<file path="src/rtl/mips_multicycle.sv">
// Multi-cycle MIPS32 subset core: one ALU and one unified, wait-state-tolerant
// memory port shared across FETCH/DECODE/EXEC/MEM/WB, with halt on illegal code.
module mips_multicycle #(
  parameter int                ADDR_W   = 32,
  parameter logic [ADDR_W-1:0] RESET_PC = '0
) (
  input  logic              clock,
  input  logic              reset,
  output logic              mem_req,
  output logic              mem_we,
  output logic [ADDR_W-1:0] mem_addr,
  output logic [31:0]       mem_wdata,
  input  logic [31:0]       mem_rdata,
  input  logic              mem_ready,
  output logic [ADDR_W-1:0] PCOut,
  output logic [31:0]       ALUResultOut,
  output logic              retire,
  output logic              halted
);

  localparam logic [5:0] OP_RTYPE = 6'h00;
  localparam logic [5:0] OP_J     = 6'h02;
  localparam logic [5:0] OP_JAL   = 6'h03;
  localparam logic [5:0] OP_BEQ   = 6'h04;
  localparam logic [5:0] OP_BNE   = 6'h05;
  localparam logic [5:0] OP_ADDI  = 6'h08;
  localparam logic [5:0] OP_SLTI  = 6'h0A;
  localparam logic [5:0] OP_ANDI  = 6'h0C;
  localparam logic [5:0] OP_ORI   = 6'h0D;
  localparam logic [5:0] OP_LUI   = 6'h0F;
  localparam logic [5:0] OP_LW    = 6'h23;
  localparam logic [5:0] OP_SW    = 6'h2B;

  localparam logic [5:0] FN_JR  = 6'h08;
  localparam logic [5:0] FN_ADD = 6'h20;
  localparam logic [5:0] FN_SUB = 6'h22;
  localparam logic [5:0] FN_AND = 6'h24;
  localparam logic [5:0] FN_OR  = 6'h25;
  localparam logic [5:0] FN_SLT = 6'h2A;

  typedef enum logic [2:0] {
    S_FETCH, S_DECODE, S_EXEC, S_MEM, S_WB, S_HALT
  } state_t;

  state_t state_reg, state_next;

  logic [ADDR_W-1:0] pc_reg, npc_reg;
  logic [31:0]       ir_reg, a_reg, b_reg, imm_reg, alu_reg, mdr_reg;
  logic [31:0]       regs [0:31];

  // Instruction fields, decoded from IR throughout DECODE..WB
  logic [5:0]  opcode, funct;
  logic [4:0]  rs, rt, rd;
  logic [15:0] imm16;
  logic [4:0]  unused_shamt;

  assign opcode       = ir_reg[31:26];
  assign rs           = ir_reg[25:21];
  assign rt           = ir_reg[20:16];
  assign rd           = ir_reg[15:11];
  assign unused_shamt = ir_reg[10:6];
  assign funct        = ir_reg[5:0];
  assign imm16        = ir_reg[15:0];

  logic is_rtype, is_jr, is_j, is_jal, is_beq, is_bne, is_lw, is_sw, is_lui;
  logic zero_ext, is_legal;

  assign is_rtype = (opcode == OP_RTYPE);
  assign is_jr    = is_rtype && (funct == FN_JR);
  assign is_j     = (opcode == OP_J);
  assign is_jal   = (opcode == OP_JAL);
  assign is_beq   = (opcode == OP_BEQ);
  assign is_bne   = (opcode == OP_BNE);
  assign is_lw    = (opcode == OP_LW);
  assign is_sw    = (opcode == OP_SW);
  assign is_lui   = (opcode == OP_LUI);
  assign zero_ext = (opcode == OP_ANDI) || (opcode == OP_ORI);

  always_comb begin
    is_legal = 1'b0;
    case (opcode)
      OP_RTYPE: is_legal = (funct == FN_ADD) || (funct == FN_SUB) || (funct == FN_AND) ||
                           (funct == FN_OR)  || (funct == FN_SLT) || (funct == FN_JR);
      OP_J, OP_JAL, OP_BEQ, OP_BNE, OP_ADDI, OP_SLTI,
      OP_ANDI, OP_ORI, OP_LUI, OP_LW, OP_SW: is_legal = 1'b1;
      default: is_legal = 1'b0;
    endcase
  end

  logic [31:0] ext_imm, rs_val, rt_val;

  assign ext_imm = zero_ext ? {16'h0000, imm16} : {{16{imm16[15]}}, imm16};
  assign rs_val  = (rs == 5'd0) ? 32'd0 : regs[rs];
  assign rt_val  = (rt == 5'd0) ? 32'd0 : regs[rt];

  // Shared ALU; the B operand is the register for R-type and branch compares
  logic [31:0] op_b, alu_next;

  assign op_b = (is_rtype || is_beq || is_bne) ? b_reg : imm_reg;

  always_comb begin
    alu_next = a_reg + op_b;
    if (is_rtype) begin
      case (funct)
        FN_SUB:  alu_next = a_reg - op_b;
        FN_AND:  alu_next = a_reg & op_b;
        FN_OR:   alu_next = a_reg | op_b;
        FN_SLT:  alu_next = ($signed(a_reg) < $signed(op_b)) ? 32'd1 : 32'd0;
        default: alu_next = a_reg + op_b;
      endcase
    end else begin
      case (opcode)
        OP_BEQ, OP_BNE: alu_next = a_reg - op_b;
        OP_ANDI:        alu_next = a_reg & op_b;
        OP_ORI:         alu_next = a_reg | op_b;
        OP_SLTI:        alu_next = ($signed(a_reg) < $signed(op_b)) ? 32'd1 : 32'd0;
        OP_LUI:         alu_next = {imm16, 16'h0000};
        default:        alu_next = a_reg + op_b;
      endcase
    end
  end

  logic              branch_taken, jr_misaligned, ea_misaligned;
  logic [ADDR_W-1:0] branch_target, jump_target, jump_mask;

  assign branch_taken  = (is_beq && (a_reg == b_reg)) || (is_bne && (a_reg != b_reg));
  assign branch_target = npc_reg + ADDR_W'({imm_reg[29:0], 2'b00});
  assign jump_mask     = ADDR_W'(32'h0FFF_FFFF);
  assign jump_target   = (npc_reg & ~jump_mask) | (ADDR_W'({ir_reg[25:0], 2'b00}) & jump_mask);
  assign jr_misaligned = (a_reg[1:0] != 2'b00);
  assign ea_misaligned = (alu_next[1:0] != 2'b00);

  logic [4:0]  wb_dst;
  logic [31:0] wb_data;

  assign wb_dst  = is_jal ? 5'd31 : (is_rtype ? rd : rt);
  assign wb_data = is_lw  ? mdr_reg :
                   is_lui ? {imm16, 16'h0000} :
                   is_jal ? 32'(npc_reg) : alu_reg;

  always_ff @(posedge clock) begin
    if (reset) state_reg <= S_FETCH;
    else       state_reg <= state_next;
  end

  always_comb begin
    state_next = state_reg;
    mem_req    = 1'b0;
    mem_we     = 1'b0;
    mem_addr   = pc_reg;
    mem_wdata  = b_reg;
    retire     = 1'b0;
    halted     = 1'b0;
    case (state_reg)
      S_FETCH: begin
        mem_req = 1'b1;
        if (mem_ready) state_next = S_DECODE;
      end
      S_DECODE: state_next = is_legal ? S_EXEC : S_HALT;
      S_EXEC: begin
        if (is_beq || is_bne || is_j) begin
          retire     = 1'b1;
          state_next = S_FETCH;
        end else if (is_jr) begin
          retire     = !jr_misaligned;
          state_next = jr_misaligned ? S_HALT : S_FETCH;
        end else if (is_lw || is_sw) begin
          state_next = ea_misaligned ? S_HALT : S_MEM;
        end else begin
          state_next = S_WB;
        end
      end
      S_MEM: begin
        mem_req  = 1'b1;
        mem_we   = is_sw;
        mem_addr = ADDR_W'(alu_reg);
        if (mem_ready) begin
          retire     = is_sw;
          state_next = is_sw ? S_FETCH : S_WB;
        end
      end
      S_WB: begin
        retire     = 1'b1;
        state_next = S_FETCH;
      end
      S_HALT:  halted = 1'b1;
      default: state_next = S_FETCH;
    endcase
  end

  always_ff @(posedge clock) begin
    if (reset) begin
      pc_reg  <= RESET_PC;
      npc_reg <= RESET_PC;
      ir_reg  <= '0;
      a_reg   <= '0;
      b_reg   <= '0;
      imm_reg <= '0;
      alu_reg <= '0;
      mdr_reg <= '0;
      for (int i = 0; i < 32; i++) regs[i] <= '0;
    end else begin
      case (state_reg)
        S_FETCH: begin
          if (mem_ready) begin
            ir_reg  <= mem_rdata;
            npc_reg <= pc_reg + ADDR_W'(4);
          end
        end
        S_DECODE: begin
          a_reg   <= rs_val;
          b_reg   <= rt_val;
          imm_reg <= ext_imm;
        end
        S_EXEC: begin
          alu_reg <= alu_next;
          if (is_beq || is_bne)
            pc_reg <= branch_taken ? branch_target : npc_reg;
          else if (is_j || is_jal)
            pc_reg <= jump_target;
          else if (is_jr && !jr_misaligned)
            pc_reg <= ADDR_W'(a_reg);
        end
        S_MEM: begin
          if (mem_ready) begin
            if (is_sw) pc_reg  <= npc_reg;
            else       mdr_reg <= mem_rdata;
          end
        end
        S_WB: begin
          if (wb_dst != 5'd0) regs[wb_dst] <= wb_data;
          if (!is_jal) pc_reg <= npc_reg;
        end
        default: ;
      endcase
    end
  end

  assign PCOut        = pc_reg;
  assign ALUResultOut = alu_reg;

endmodule

</file>
<file path="config.mk">
export PLATFORM = sky130hd
export DESIGN_NAME = mips_multicycle
export DESIGN_NICKNAME = d
export VERILOG_FILES = /design/src/rtl/mips_multicycle.sv
export SDC_FILE = /design/constraint.sdc
export NUM_CORES = 2
export LEC_CHECK = 0
export BUFFER_PORTS_ARGS = -buffer_cell sky130_fd_sc_hd__buf_2
export CORE_MARGIN = 2
export CORE_UTILIZATION = 40
export DETAILED_ROUTE_END_ITERATION = 10
export GPL_TIMING_DRIVEN = 0
export SLEW_MARGIN = 20
export SYNTH_ARGS = -nofsm -noshare
export SYNTH_HDL_FRONTEND = slang
export SYNTH_SLANG_ARGS = --single-unit
</file>
<file path="constraint.sdc">
create_clock -name clock -period 6.8 [get_ports clock]
set_input_delay 0.34 -clock clock [delete_from_list [all_inputs] [get_ports clock]]
set_output_delay 0.34 -clock clock [all_outputs]
set_load 0.005 [all_outputs]
</file>
# ---- After elaboration in Yosys (flattened, before gate mapping)
# Memories as Yosys holds them, arrays and structs flattened. A register that Yosys moved wholly into a read port is not among the register bits.
# Index checks and enable logic that the tools add are counted.
dict set report word_totals {
  ram_bits 1024
  mem_count 1
  wordCells 136
  input_bits 35
  output_inout_bits 132
  latchBits 0
  rom_bits 0
  regBits 259
}
dict set report classes {
  n_div 0
  addsub 4
  n_bitwise 5
  n_mul 0
  n_shift 0
  order_cmp 1
  n_eq_ne 29
  muxes 53
  n_reduce_logical 34
}
# memory words word_bits read_ports rd_clocked_by_memory_dff wr line
set memory_table {}
lappend memory_table {regs 32 32 2 2 32 49} ;# logic [31:0] regs [0:31];
# op count
set op_table {}
lappend op_table {{two-way mux 32 bit} 17}
lappend op_table {{case mux 32 bit (5 select lines)} 1}
lappend op_table {{case mux 32 bit (4 select lines)} 1}
lappend op_table {{case mux 32 bit (3 select lines)} 1}
lappend op_table {{adder 32 bit} 2}
lappend op_table {{equality test 6 bit (second input constant)} 7}
lappend op_table {{equality test 6 x 4 -> 1 bit (second input constant)} 6}
lappend op_table {{two-way mux 5 bit} 7}
lappend op_table {{adder 32 x 3 -> 32 bit (second input constant)} 1}
lappend op_table {{AND 32 bit} 1}
lappend op_table {{equality test 32 bit} 1}
lappend op_table {{< comparator 32 bit} 1}
lappend op_table {{inequality test 32 bit} 1}
lappend op_table {{bitwise OR 32 x 28 -> 32 bit} 1}
lappend op_table {{bitwise OR 32 bit} 1}
lappend op_table {{OR reduction 32 bit} 1}
lappend op_table {{subtractor 32 bit} 1}
lappend op_table {{two-way mux 3 bit} 9}
lappend op_table {{case mux 3 bit (5 select lines)} 1}
lappend op_table {{two-way mux 1 bit} 14}
lappend op_table {{logical OR 1 bit} 13}
lappend op_table {{equality test 6 x 2 -> 1 bit (second input constant)} 2}
lappend op_table {{equality test 6 x 3 -> 1 bit (second input constant)} 2}
lappend op_table {{OR reduction 11 bit} 1}
lappend op_table {{other kinds (20)} 33}

# ---- Depth between registers and ports, before layout
dict set report logic_depth {
  ltp_word 14
  depth_mapped 21
  ltp_nobuf 17
}

# ---- Worst setup path after synthesis
# OpenSTA, ideal clock, no wires.
dict set report synth_timing {
  kind {register to register}
  from {reg ir_reg[29]}
  to {reg alu_reg[29], in the netlist ALUResultOut[29]}
  setup_ns 0.116
  t_required_ns 6.684
  path_slack_ns 1.951
  path_stages_with_launch 21
  arrival_ns 4.732
  period_less_slack_ns 4.849
  path_cell_list {dfxtp_1 -> clkbuf_1 -> nor3_1 -> nand3b_1 -> clkbuf_1 -> nand2_1 -> buf_1 -> mux2_2 -> inv_1 -> ha_1 -> buf_2 -> nor2b_1 -> or4_4 -> a311oi_2 -> o211ai_2 -> a41oi_4 -> a311oi_4 -> a21oi_2 -> xnor2_1 -> o221ai_1 -> a41o_1}
}
dict set report synth_via {
  elab_chain_len 7
  word_cells_on_any_way 18
}
# element line
set synth_rtl {}
lappend synth_rtl {{from (decl)} 48} ;# logic [31:0] ir_reg, a_reg, b_reg, imm_reg, alu_reg, mdr_reg;
lappend synth_rtl {{from (signal assigned)} 206} ;# ir_reg <= mem_rdata;
lappend synth_rtl {{equality test 6 x 3 -> 1 bit / zero test 6 bit (equally long branches)} {72, 112, 68}}
lappend synth_rtl {{logical OR 1 bit (2 in series)} 99} ;# assign op_b = (is_rtype || is_beq || is_bne) ? b_reg : imm_reg;
lappend synth_rtl {{two-way mux 32 bit} 99}
lappend synth_rtl {{adder 32 bit, or another cell as far along} {109, 118}}
lappend synth_rtl {{case mux 32 bit (5 select lines) / case mux 32 bit (4 select lines) (equally long branches)} {112, 104}}
lappend synth_rtl {{two-way mux 32 bit (*)} 103} ;# if (is_rtype) begin
lappend synth_rtl {{to (signal assigned)} 216} ;# alu_reg <= alu_next;
lappend synth_rtl {{to (decl)} 48}
# Every way passes the cells marked *; elsewhere a longest branch is shown, timed or not.
# A chain may end at the register's enable or synchronous reset.

# ---- Final worst setup path
dict set report layout_timing {
  from {reg ir_reg[29]}
  to {reg alu_reg[31], in the netlist ALUResultOut[31]}
}
# Same word-level chain as after synthesis.

==> flow_metrics.env <==
export IMPL_run_status="finished, final reports clean"
export IMPL_r2r_start="ir_reg[29]"
export IMPL_nets=6438
export IMPL_power_switching_w=0.00734
export IMPL_top_register="regs"
export IMPL_path_clk_slew_ns=0.07
export IMPL_wire_per_inst_um=31.6
export IMPL_drv_cap=0
export IMPL_grt_max_degree=23
export IMPL_required_ns=7.45
export IMPL_maxSlewHeadroom_pct=16.2
export IMPL_synthTopCellsByArea="edfxtp_1, mux4_2, dfxtp_1"
export IMPL_grtUsageTotal_pct=30.2
export IMPL_hp_class="in2reg"
export IMPL_path_class="reg2reg"
export IMPL_reg2regPathDepth=20
export IMPL_hold_viol=0
export IMPL_rrSetupSlack_ns=0.08
export IMPL_die_x_um=424
export IMPL_cp_slowest_cell="nor3_1"
export IMPL_fmax_mhz=149
export IMPL_final_max_slew_violation_count=0
export IMPL_start_util_pct=40.2
export IMPL_p_int_w=0.0151
export IMPL_drtIter0Drc=7929
export IMPL_final_setup_viol_count=0
export IMPL_syn_area_um2=70600
export IMPL_pwr_share_clk_pct=34.8
export IMPL_num_vias=54216
export IMPL_fin_crit_sh_pct=98.8
export IMPL_drive_gt1_share_pct=18.8
export IMPL_synthToLayoutAreaGrowth_pct=14.2
export IMPL_die_h_um=424
export IMPL_cts_buffer_depth=3
export IMPL_netlist_instances=5853
export IMPL_max_slew_worst_pin_slew_ns=1.25
export IMPL_cts_sinks=1278
export IMPL_grt_pass1_vias=52939
export IMPL_wl_um=276000
export IMPL_slowest_delay_ns=0.49
export IMPL_r2r_end="ALUResultOut[31]"
export IMPL_largest_reg_flops=1024
export IMPL_post_drt_via_cell_ratio=6.21
export IMPL_ant_nets=0
export IMPL_async_flop_share_pct=0
export IMPL_yosys_cell_types_count=93
export IMPL_p_comb_share_pct=24.0
export IMPL_antenna_found_initial=8
export IMPL_worstSetupStartpointType="flop"
export IMPL_drc=0
export IMPL_yosysTopAreaCell="edfxtp_1"
export IMPL_cp_end_kind="flop"
export IMPL_finalSetupTns_ns=0
export IMPL_clock_root_buffer="clkbuf_16"
export IMPL_rsz0062_at_grt="false"
export IMPL_synthFlopType="edfxtp_1"
export IMPL_fin_skew_ns=0.0619
export IMPL_drt_pass1_iterations=8
export IMPL_core_um2=176000
export IMPL_cts_tree="done"
export IMPL_cp_cell_sequence="clkbuf_1, nor3_1, nand2_1, clkbuf_2, nand2_1, clkbuf_2, a21o_1, inv_1, ha_1, a211o_1, a211oi_1, or2_1, buf_2, o21ai_1, o41ai_4, o311a_1, o31ai_2, nor3b_1, a2111oi_0, o31ai_1"
export IMPL_gp_congestion=1.03
export IMPL_power_density_nw_per_um2=278
export IMPL_numCtsBuffers=141
export IMPL_p_leak_nw=26.8
export IMPL_swShare_pct=32.7
export IMPL_path_max_fanout=10
export IMPL_synth_avg_cell_area_um2=12.1
export IMPL_yosysTopAreaCellShare_pct=43.6
export IMPL_setup_worst_path_end="ALUResultOut[31]"
export IMPL_critPathLaunch="ir_reg[29]"
export IMPL_dpl_hpwl_um=220000
export IMPL_port_buffers=165
export IMPL_finalCriticalPeriod_ns=6.72
export IMPL_cp_arrival_ns=7.37
export IMPL_seqPwrFrac_pct=41.2
export IMPL_final_cell_area_um2=80700
export IMPL_synth_edff_count=1024
export IMPL_place_area_um2=75600
export IMPL_grt_remaining_overflow=0
export IMPL_ys_seq_area_share_pct=50.8
export IMPL_clk_latency_ns=0.85
export IMPL_cts_htree_levels=4
export IMPL_rows=154
export IMPL_grt_pass1_wl_um=385000
export IMPL_ys_warn_count=0
export IMPL_ys_ff_latch=1278
export IMPL_peakVddDrop_mv=0.290
export IMPL_io_pins=167
export IMPL_die_area_um2=180000
## cells in the final DEF (no fill, tap or decap), types with 17 or more instances in the layout
master         instances
nor2b_1               18
buf_16                29
ha_1                 127
o21ai_0              124
dfxtp_1              254
a221oi_1              43
clkbuf_2              21
xnor2_1               62
mux2_2                30
inv_1                109
edfxtp_1            1024
buf_2                194
clkinv_1              29
xor2_1                68
a31oi_1               18
buf_1                 59
nand2b_1              23
mux2i_1               94
nor4_1                19
dlygate4sd3_1         33
clkbuf_1             451
nor3_1                49
mux4_2               640
o22ai_1               28
nand2_1              459
nand3_1               37
o21bai_1              17
nor2_1              1348
nand2b_2              31
conb_1                32
o221ai_1              32
a21oi_1              314
a21o_1                45
clkbuf_16            141
a211oi_1              69
## worst min path at each step
stage                startpoint  slack, ns         endpoint  depth (start not counted)
floorplan           mdr_reg[16]       0.44      mdr_reg[16]                          2
global placement    mdr_reg[24]       0.45      mdr_reg[24]                          2
detailed placement  mdr_reg[13]       0.45      mdr_reg[13]                          2
CTS                       reset       0.26  ALUResultOut[8]                          4
global route              reset       0.34  ALUResultOut[8]                          4
finish                    reset       0.33  ALUResultOut[8]                          4
## critical path: cells and delay by family (launching register included)
family,cells,cell delay (ns)
AO/OA/AOI/OAI,9,2.92
adder cells (fa/ha/maj),1,0.34
buffers and inverters,5,1.32
flip-flops,1,0.31
AND/OR/NAND/NOR,5,1.65
## cells by family (layout without fill, tap and decap cells)
family                   after synthesis  after routing  synth area share (%)
other                                  1             37               0.00531
flip-flops                          1278           1278                  50.8
buffers and inverters                648           1146                  3.49
AO/OA/AOI/OAI                        843            843                  7.81
multiplexers                         764            764                  22.2
XOR/XNOR                             130            130                  1.61
AND/OR/NAND/NOR                     2059           2059                  11.8
adder cells (fa/ha/maj)              130            130                  2.34
## layout make-up
class	count	area, um2
clock buffer	172	3710
clock inverter	80	942
inverter	109	409
multi-input combinational	3958	32500
timing repair buffer	247	2190
antenna	5	12.5
sequential	1278	35800
fill	16083	95100
buffer	538	2090
tap	2340	2930
## synth_stat cells (all sizes together), types with 5 or more instances
master	instances
o21a	11
mux2i	94
a21o	45
buf	95
a32oi	11
nor4	20
o221ai	32
o21ai	127
ha	127
nor2	1349
a31oi	18
or3	10
o21bai	17
mux2	30
a22oi	21
o22ai	29
a221o	11
nor3	50
nand2	459
edfxtp	1024
a2111oi	10
a221oi	43
nor2b	18
o31ai	13
a211oi	69
dfxtp	254
and3	16
nand2b	54
inv	109
o211ai	14
a21oi	315
o2111ai	6
mux4	640
nand3	37
and2	13
a311oi	7
o31a	5
xor2	68
nand4	14
clkbuf	444
xnor2	62
## power by group through the flow
stage | clock, W | sequential [W] | combinational [W]
after global placement | 0 | 0.00937 | 0.00507
after floorplan | 0 | 0.00912 | 0.00335
after global routing | 0.00816 | 0.00925 | 0.00557
final | 0.00781 | 0.00925 | 0.00537
after CTS | 0.00786 | 0.00922 | 0.00521
after detailed placement | 0 | 0.00938 | 0.00518
## metal layers
metal,vias up,wire length [um],track usage [%]
li1,22678,-,-
met1,27485,100000,37.9
met2,3384,130000,49.5
met3,667,28500,6.26
met4,2,17500,15.5
met5,-,13,0
## timing repair
action / 4_1_cts / 5_1_grt
hold buffers: 33 / 0
setup buffers: 0 / 1
pin swaps: 0 / 1
endpoints found under the setup margin: 5 / 5
resized for setup: 2 / 6
hold endpoints to repair: 75 / 0
## per-stage QoR
step | std cells | power (W) | setup WS, ns | hold slack [ns] | util (%)
final | 8727 | 0.0224 | 0.0793 | 0.325 | 45.9
after global routing | 8722 | 0.0230 | 0.0805 | 0.345 | 45.9
after CTS | 8719 | 0.0223 | 0.131 | 0.259 | 45.9
after detailed placement | 8434 | 0.0146 | -0.237 | 0.447 | 43.0
after global placement | 8389 | 0.0144 | -0.167 | 0.446 | 42.4
after floorplan | 5884 | 0.0125 | 1.95 | 0.437 | -
No activity file was read; power rests on OpenSTA's default activity.
